**src/rtl/common.sv**
```systemverilog
// Shared types for the coherence bus arbiter: FSM states, request kinds, data-source codes.
// No logic, so no latency.
// No handshake, so no backpressure.
package common;

  typedef enum logic [2:0] {IDLE, SNOOP, INV, PEER, MEM, DONE} bus_state_t;

  typedef enum logic [1:0] {RT_RD, RT_WR, RT_INV} req_type_t;

  typedef logic [1:0] datasel_t;
  localparam datasel_t DS_NONE = 2'b00;
  localparam datasel_t DS_MEM  = 2'b01;
  localparam datasel_t DS_PEER = 2'b10;

endpackage

```
**src/rtl/rr_picker.sv**
```systemverilog
// Round-robin picker: the first set request at or after rr_ptr, wrapping modulo NCPU.
// Latency: purely combinational, zero cycles.
// Backpressure: none; the caller decides when to take the result.
module rr_picker #(
  parameter int NCPU = 4,
  parameter int PW   = (NCPU > 1) ? $clog2(NCPU) : 1
) (
  input  logic [NCPU-1:0] req,
  input  logic [PW-1:0]   rr_ptr,
  output logic [NCPU-1:0] winner_oh,
  output logic [PW-1:0]   winner_idx,
  output logic            vld
);

  always_comb begin
    int c;
    c          = 0;
    winner_oh  = '0;
    winner_idx = '0;
    vld        = 1'b0;
    for (int off = 0; off < NCPU; off++) begin
      c = int'(rr_ptr) + off;
      if (c >= NCPU) c = c - NCPU;
      if (!vld && req[c]) begin
        vld          = 1'b1;
        winner_idx   = c[PW-1:0];
        winner_oh[c] = 1'b1;
      end
    end
  end

endmodule

```
**src/rtl/coherence_bus_arbiter.sv**
```systemverilog
// Snooping-bus arbiter: round-robin grant, then snoop/invalidate/peer/memory phases per transaction.
// Latency: peer read 3 cycles to done, invalidate 2, memory paths finish one cycle after u_rdy.
// Backpressure: requests are sampled only in IDLE; MEM waits for u_rdy indefinitely.
module coherence_bus_arbiter #(
  parameter int NCPU    = 4,
  parameter int TAG_W   = 13,
  parameter int WORD_W  = 16,
  parameter int MADDR_W = 11
) (
  input  logic                     clk,
  input  logic                     rst,
  input  logic [NCPU-1:0]          rd_miss,
  input  logic [NCPU-1:0]          wr_miss,
  input  logic [NCPU-1:0]          inv_req,
  input  logic [NCPU*TAG_W-1:0]    req_tag,
  input  logic [NCPU-1:0]          search_found,
  input  logic [NCPU*WORD_W-1:0]   snoop_data,
  input  logic                     u_rdy,
  output logic [NCPU-1:0]          grant,
  output logic [NCPU-1:0]          cpu_search,
  output logic [TAG_W-1:0]         bus_tag,
  output logic [NCPU-1:0]          invalidate_out,
  output logic [2*NCPU-1:0]        cpu_datasel,
  output logic [WORD_W-1:0]        peer_data,
  output logic                     u_re,
  output logic [MADDR_W-1:0]       u_addr,
  output logic [NCPU-1:0]          done
);
  import common::*;

  localparam int PW = (NCPU > 1) ? $clog2(NCPU) : 1;

  bus_state_t      state_q, state_d;
  req_type_t       rtype_q, pick_type;
  logic [PW-1:0]   win_idx_q, rr_ptr_q, pick_idx, sup_idx;
  logic [NCPU-1:0] win_oh_q, pick_oh, req_any, found_q, found_m;
  logic            pick_vld;
  logic [TAG_W-1:0] bus_tag_q;

  assign req_any = rd_miss | wr_miss | inv_req;
  assign found_m = search_found & ~win_oh_q;

  rr_picker #(.NCPU(NCPU), .PW(PW)) u_picker (
    .req        (req_any),
    .rr_ptr     (rr_ptr_q),
    .winner_oh  (pick_oh),
    .winner_idx (pick_idx),
    .vld        (pick_vld)
  );

  // Only the strongest request kind of the winning core is served now.
  always_comb begin
    pick_type = RT_RD;
    if (inv_req[pick_idx])      pick_type = RT_INV;
    else if (wr_miss[pick_idx]) pick_type = RT_WR;
  end

  // Lowest-index responder among the snoop hits captured in SNOOP.
  always_comb begin
    sup_idx = '0;
    for (int i = NCPU - 1; i >= 0; i--) begin
      if (found_q[i]) sup_idx = PW'(i);
    end
  end

  always_ff @(posedge clk) begin
    if (rst) begin
      state_q   <= IDLE;
      rtype_q   <= RT_RD;
      win_idx_q <= '0;
      win_oh_q  <= '0;
      bus_tag_q <= '0;
      found_q   <= '0;
      rr_ptr_q  <= '0;
    end else begin
      state_q <= state_d;
      if (state_q == IDLE && pick_vld) begin
        rtype_q   <= pick_type;
        win_idx_q <= pick_idx;
        win_oh_q  <= pick_oh;
        bus_tag_q <= req_tag[int'(pick_idx)*TAG_W +: TAG_W];
      end
      if (state_q == SNOOP) found_q <= found_m;
      if (state_q == DONE) begin
        rr_ptr_q <= (win_idx_q == PW'(NCPU - 1)) ? '0 : win_idx_q + 1'b1;
      end
    end
  end

  always_comb begin
    state_d        = state_q;
    grant          = '0;
    cpu_search     = '0;
    invalidate_out = '0;
    cpu_datasel    = {NCPU{DS_NONE}};
    peer_data      = '0;
    u_re           = 1'b0;
    done           = '0;
    if (state_q != IDLE) grant = win_oh_q;
    case (state_q)
      IDLE: begin
        if (pick_vld) state_d = (pick_type == RT_INV) ? INV : SNOOP;
      end
      SNOOP: begin
        cpu_search = ~win_oh_q;
        if (rtype_q == RT_WR) state_d = INV;
        else if (|found_m)    state_d = PEER;
        else                  state_d = MEM;
      end
      INV: begin
        invalidate_out = ~win_oh_q;
        state_d = (rtype_q == RT_WR) ? MEM : DONE;
      end
      PEER: begin
        cpu_datasel[int'(win_idx_q)*2 +: 2] = DS_PEER;
        peer_data = snoop_data[int'(sup_idx)*WORD_W +: WORD_W];
        state_d   = DONE;
      end
      MEM: begin
        u_re = 1'b1;
        if (u_rdy) begin
          cpu_datasel[int'(win_idx_q)*2 +: 2] = DS_MEM;
          state_d = DONE;
        end
      end
      DONE: begin
        done    = win_oh_q;
        state_d = IDLE;
      end
      default: state_d = IDLE;
    endcase
  end

  assign bus_tag = bus_tag_q;
  assign u_addr  = bus_tag_q[TAG_W-1:2];

endmodule

```
**config.mk**
```make
export PLATFORM = sky130hd
export DESIGN_NAME = coherence_bus_arbiter
export DESIGN_NICKNAME = d
export VERILOG_FILES = /design/src/rtl/common.sv /design/src/rtl/rr_picker.sv /design/src/rtl/coherence_bus_arbiter.sv
export SDC_FILE = /design/constraint.sdc
export NUM_CORES = 1
export LEC_CHECK = 0
export ABC_CLOCK_PERIOD_IN_PS = 3010
export BUFFER_PORTS_ARGS = -buffer_cell sky130_fd_sc_hd__buf_4
export CORE_MARGIN = 2
export CORE_UTILIZATION = 40
export DETAILED_ROUTE_END_ITERATION = 12
export PLACE_DENSITY = 0.79
export SYNTH_ARGS = -nofsm -noshare
export SYNTH_HDL_FRONTEND = slang
export SYNTH_SLANG_ARGS = --single-unit
```
**constraint.sdc**
```tcl
create_clock -name clk -period 3.01 [get_ports clk]
set_input_delay 0.4515 -clock clk [delete_from_list [all_inputs] [get_ports clk]]
set_output_delay 0.4515 -clock clk [all_outputs]
set_load 0.005 [all_outputs]
```
Word-level counts from Yosys, hierarchy flattened:

Index checks and enable logic that the tools add are counted.

* register bits: 30
* latch bits: 0
* RAM bits: 0
* memory bits (read-only): 0
* input port bits: 135
* output and inout port bits: 65
* memories kept: 0

* add/sub/neg operators: 9
* multiply operators: 1
* div/mod/pow operators: 0
* magnitude comparators: 13
* equality and inequality tests: 10
* shift operators: 5
* muxes and demuxes: 62
* bitwise operators: 9
* reductions and logical operators: 15

Operators with widths (number)
* 32-bit by 1-bit >= comparator with 1-bit output (second input constant): 4
* 32-bit by 4-bit < comparator with 1-bit output (second input constant): 4
* 32-bit 2-to-1 mux: 4
* 32-bit by 4-bit >= comparator with 1-bit output (second input constant): 3
* 32-bit by 4-bit subtractor with 32-bit output (second input constant): 3
* 2-bit by 33-bit variable part select with 8-bit output (first input constant): 2
* 64-bit by 7-bit variable part select with 16-bit output: 1
* 52-bit by 7-bit variable part select with 13-bit output: 1
* 3-bit negation with 33-bit output: 1
* 2-bit by 33-bit variable shift with 8-bit output (first input constant): 1
* 4-bit 2-to-1 mux: 8
* 2-bit 2-to-1 mux: 11
* 1-bit 2-to-1 mux: 21
* 4-bit bitwise OR: 5
* 8-bit AND: 2
* 16-bit 2-to-1 mux: 1
* 8-bit case mux with 2 select lines: 1
* 3-bit case mux with 5 select lines: 1
* 1-bit binary-select mux with 2-bit select: 6
* 3-bit 2-to-1 mux: 4
* 1-bit demux with 2-bit select: 4
* 1-bit logical AND: 8
* 8-bit 2-to-1 mux: 1
* 2-bit by 2-bit adder with 3-bit output (second input constant): 2
* 19 further kinds: 25

Longest topological paths before layout:

* depth in word-level cells: 23
* gate-level depth with buffers: 13
* mapped depth without buffers: 9

Hierarchy:

From an unflattened synthesis, not the netlist that was laid out.

* cell total of the unflattened synthesis: 302
* area, all modules: 2849.0 sq um

Modules (own cells, without submodules)
* coherence_bus_arbiter: times used 1, cells each 254, area an instance 2388.5 sq um
* rr_picker: times used 1, cells each 48, area an instance 460.4 sq um

Worst setup path after synthesis:

Ideal clock, no wire load.

* path type: reg2reg
* from: reg rr_ptr_q[1]
* to: reg bus_tag_q[10], in the netlist bus_tag[10]
* library setup time: 132 ps
* arrival: 2955 ps
* slack: -77 ps
* cell stages (with the launch flop): 12
* path buffers: 4
* clock period less this slack: 3087 ps
* cell sequence: dfxtp_1 > clkbuf_1 > inv_1 > ha_1 > buf_1 > mux4_2 > or4_4 > buf_6 > buf_6 > a221o_1 > nand3_1 > a21oi_1

* longest elaborated chain between the ends: 17

RTL lines
* start, declared: line coherence_bus_arbiter.sv:35 `logic [PW-1:0] win_idx_q, rr_ptr_q, pick_idx, sup_idx;`
* start signal, assigned: line coherence_bus_arbiter.sv:85 `rr_ptr_q <= (win_idx_q == PW'(NCPU - 1)) ? '0 : win_idx_q + 1'b1;`
* parallel branches: the longest is 17 deep, another holds 32-bit by 4-bit subtractor with 32-bit output
* end signal, assigned: line coherence_bus_arbiter.sv:81 `bus_tag_q <= req_tag[int'(pick_idx)*TAG_W +: TAG_W];`
* end, declared: line coherence_bus_arbiter.sv:38 `logic [TAG_W-1:0] bus_tag_q;`

Several ways; the timed one is not identified. The select of a mux whose other input is x is not followed.
A chain may end at the register's enable or synchronous reset.

Final worst setup path:

* from: reg rr_ptr_q[0]
* to: reg rtype_q[1]

* longest elaborated chain between the ends: 18

RTL lines
* parallel branches: the longest is 18 deep, another holds 32-bit by 4-bit subtractor with 32-bit output
* end signal, assigned: line coherence_bus_arbiter.sv:78 `rtype_q <= pick_type;`
* end, declared: line coherence_bus_arbiter.sv:34 `req_type_t rtype_q, pick_type;`

Several ways; the timed one is not identified. The select of a mux whose other input is x is not followed.

==> results.sh <==
export IMPL_drt_total_wl_um=11700
export IMPL_rsz0062_at_grt="no"
export IMPL_slowest_stage="nor2b_1"
export IMPL_setup_viol=0
export IMPL_die_h_um=93.8
export IMPL_die_w_um=93.8
export IMPL_dp_hpwl_um=9450
export IMPL_p_per_area_nw_per_um2=574
export IMPL_vdd_drop_max_uv=213
export IMPL_die_area_um2=8790
export IMPL_fillers=699
export IMPL_dr_pass1_iters=5
export IMPL_worstHoldEndpoint="rtype_q[1]"
export IMPL_fin_util_pct=63.4
export IMPL_synth_edf_count=0
export IMPL_drive_gt1_share_pct=43.9
export IMPL_worstSetupPathType="reg2reg"
export IMPL_routabilityCongestion=0.925
export IMPL_clock_latency_ns=0.28
export IMPL_final_cells=696
export IMPL_cts_root_buf="clkbuf_8"
export IMPL_status="finished, final reports clean"
export IMPL_clk_path_buf_depth=2
export IMPL_grt_max_degree=32
export IMPL_path_delay_family="simple AND/OR/NAND/NOR gates"
export IMPL_rr_worst_depth=9
export IMPL_coreArea_um2=7770
export IMPL_via_count=3930
export IMPL_grt_pass1_wl_um=17900
export IMPL_final_cell_mix="223 x buf_4, 40 x nor2_1, 30 x nand3_1, 30 x dfxtp_1, 29 x nor2b_1"
export IMPL_critical_path_endpoint_type="flop"
export IMPL_cts_sinks=30
export IMPL_maxCapViolations=0
export IMPL_path_clk_slew_ns=0.06
export IMPL_place_area_um2=4830
export IMPL_crit_chain="inv_1 -> ha_1 -> mux4_2 -> buf_4 -> nor4_1 -> buf_4 -> nor2b_1 -> o21ai_0 -> a21oi_1"
export IMPL_finalCriticalPeriod_ns=2.80
export IMPL_path_buf_inv=3
export IMPL_r2r_slack_ns=0.21
export IMPL_nets=740
export IMPL_drt_iter0_drc=299
export IMPL_ant_nets=0
export IMPL_drcViolationCount=0
export IMPL_syn_nets=556
export IMPL_initial_utilization_pct=41.5
export IMPL_ys_types=50
export IMPL_place_inst=688
export IMPL_ff_latch_area_um2=601
export IMPL_design_area_um2=4920
export IMPL_cts_made_buffers=5
export IMPL_synth_async_sr_flop_share_pct=0
export IMPL_timing_hold_ws_ns=0.469
export IMPL_cts_resized=0
export IMPL_fmax_mhz=357
export IMPL_cp_max_fo=10
export IMPL_multi_input_area_um2=2330
export IMPL_r2r_start="rr_ptr_q[0]"
export IMPL_synth_area_um2=3220
export IMPL_portBuffers=199
export IMPL_finalCritPeriodShare_pct=93.1
export IMPL_whs_path_depth=2
export IMPL_ios=200
export IMPL_syn_mean_instance_area_um2=7.88
export IMPL_hold_viol=0
export IMPL_hold_buffers=0
export IMPL_r2r_end="rtype_q[1]"
export IMPL_n_antenna_cell=0
export IMPL_slowest_delay_ns=0.59
export IMPL_yosys_most_used_dff="dfxtp_1"
export IMPL_finalSetupTns_ns=0
export IMPL_via_per_inst=5.65
export IMPL_ys_seq_area_share_pct=18.6
export IMPL_cts_tree="yes"
export IMPL_power_leakage_nw=2.29
export IMPL_hp_start="rtype_q[1]"
export IMPL_start_kind="flop"
export IMPL_syn_to_final_growth_pct=52.7
export IMPL_slew_limit_headroom_pct=49.6
export IMPL_htreeDepth=2
export IMPL_cts_setup_buffers=0
export IMPL_skew_ns=0.00449
export IMPL_final_common_cell="buf_4"
export IMPL_hold_class="reg2reg"
export IMPL_overflow=0
export IMPL_arrival_ns=3.01
export IMPL_placementRows=32
export IMPL_grt_pass1_vias=3708
export IMPL_required_ns=3.22
export IMPL_worst_pin_slew_ns=0.753
export IMPL_drv_slew=0
export IMPL_route_detailed_wl_per_inst_um=16.8
export IMPL_netlist_instances=409
export IMPL_yosysWarnings=0
export IMPL_grt_usage_pct=25.4
export IMPL_path_common_cell="buf_4"
export IMPL_ys_ff_latch=30
export IMPL_antenna_found_initial=0
[flip-flops by register name, indices dropped and copies added, names as in the netlist]
name	flops
rr_ptr_q	2
win_oh_q	4
win_idx_q	2
state_q	3
bus_tag	13
rtype_q	2
found_q	4
[power breakdown]
part           internal [mW]  total, mW  switching, mW
combinational          0.998       1.81          0.813
sequential             0.533      0.685          0.152
clock                  0.184      0.329          0.145
total                   1.72       2.83           1.11
[per-stage QoR]
step / power [mW] / setup WS, ns
final: 2.83 / 0.208
after global placement: 2.47 / 0.0893
after detailed placement: 2.51 / 0.0655
after floorplan: 1.77 / 0.0693
after global routing: 3.03 / 0.0407
after CTS: 2.84 / 0.229
[worst register-to-register path, stage by stage, from the launching register on]
cell	delay, ns
dfxtp_1	0.39
inv_1	0.08
ha_1	0.46
mux4_2	0.34
buf_4	0.19
nor4_1	0.06
buf_4	0.14
nor2b_1	0.59
o21ai_0	0.28
a21oi_1	0.19
[per-layer routing]
metal / share of wire, % / track usage [%] / vias up / routed length [um]
met5: 0 / 0 / - / 0
li1: - / - / 1879 / -
met1: 38 / 29.6 / 1875 / 4440
met3: 7.1 / 4.25 / 16 / 825
met2: 53 / 47.6 / 160 / 6230
met4: 1.7 / 6.88 / 0 / 195
[logic make-up after synthesis]
logic type               synth area share, %
AND/OR/NAND/NOR                         30.0
AO/OA/AOI/OAI                           21.1
buffers and inverters                   9.16
flip-flops                              18.6
multiplexers                            16.4
adder cells (fa/ha/maj)                 4.66
[cell usage after synthesis (3+ instances only)]
| cell type | number | area, um^2 |
|---|---|---|
| inv_1 | 10 | 37.5 |
| nor4_1 | 3 | 18.8 |
| a221o_1 | 14 | 140 |
| dfxtp_1 | 30 | 601 |
| nand2_1 | 27 | 101 |
| a211oi_1 | 5 | 37.5 |
| clkbuf_1 | 23 | 86.3 |
| a221oi_1 | 5 | 43.8 |
| buf_2 | 11 | 55.1 |
| a22oi_1 | 6 | 45.0 |
| and2_1 | 7 | 43.8 |
| or3_1 | 3 | 18.8 |
| ha_1 | 12 | 150 |
| nor3_1 | 5 | 25.0 |
| o21ai_0 | 19 | 95.1 |
| and3_1 | 17 | 106 |
| a21oi_1 | 24 | 120 |
| nor2_1 | 40 | 150 |
| nand4_1 | 13 | 81.3 |
| mux2i_1 | 10 | 100 |
| nand3_1 | 30 | 150 |
| mux4_2 | 19 | 428 |
| nor2b_1 | 29 | 181 |
| buf_4 | 12 | 90.1 |
[layout make-up]
cell class / count / area share [%]
well taps: 102 / 2.59
inverters: 10 / 0.763
repair buffers: 226 / 35.2
multi-input cells: 320 / 47.4
clock buffers: 7 / 1.75
clock inverters: 1 / 0.102
flip-flops and latches: 30 / 12.2
[worst max path at each step]
stage	cells after the start	slack, ns	end	start
2_1_floorplan	11	0.07	bus_tag[10]	rr_ptr_q[0]
3_3_place_gp	7	0.09	bus_tag[8]	inv_req[0]
3_5_place_dp	7	0.07	bus_tag[4]	inv_req[0]
4_1_cts	10	0.23	bus_tag[11]	rr_ptr_q[0]
5_1_grt	9	0.04	rtype_q[1]	rr_ptr_q[0]
6_report	9	0.21	rtype_q[1]	rr_ptr_q[0]
(Power assumes the default switching activity.)
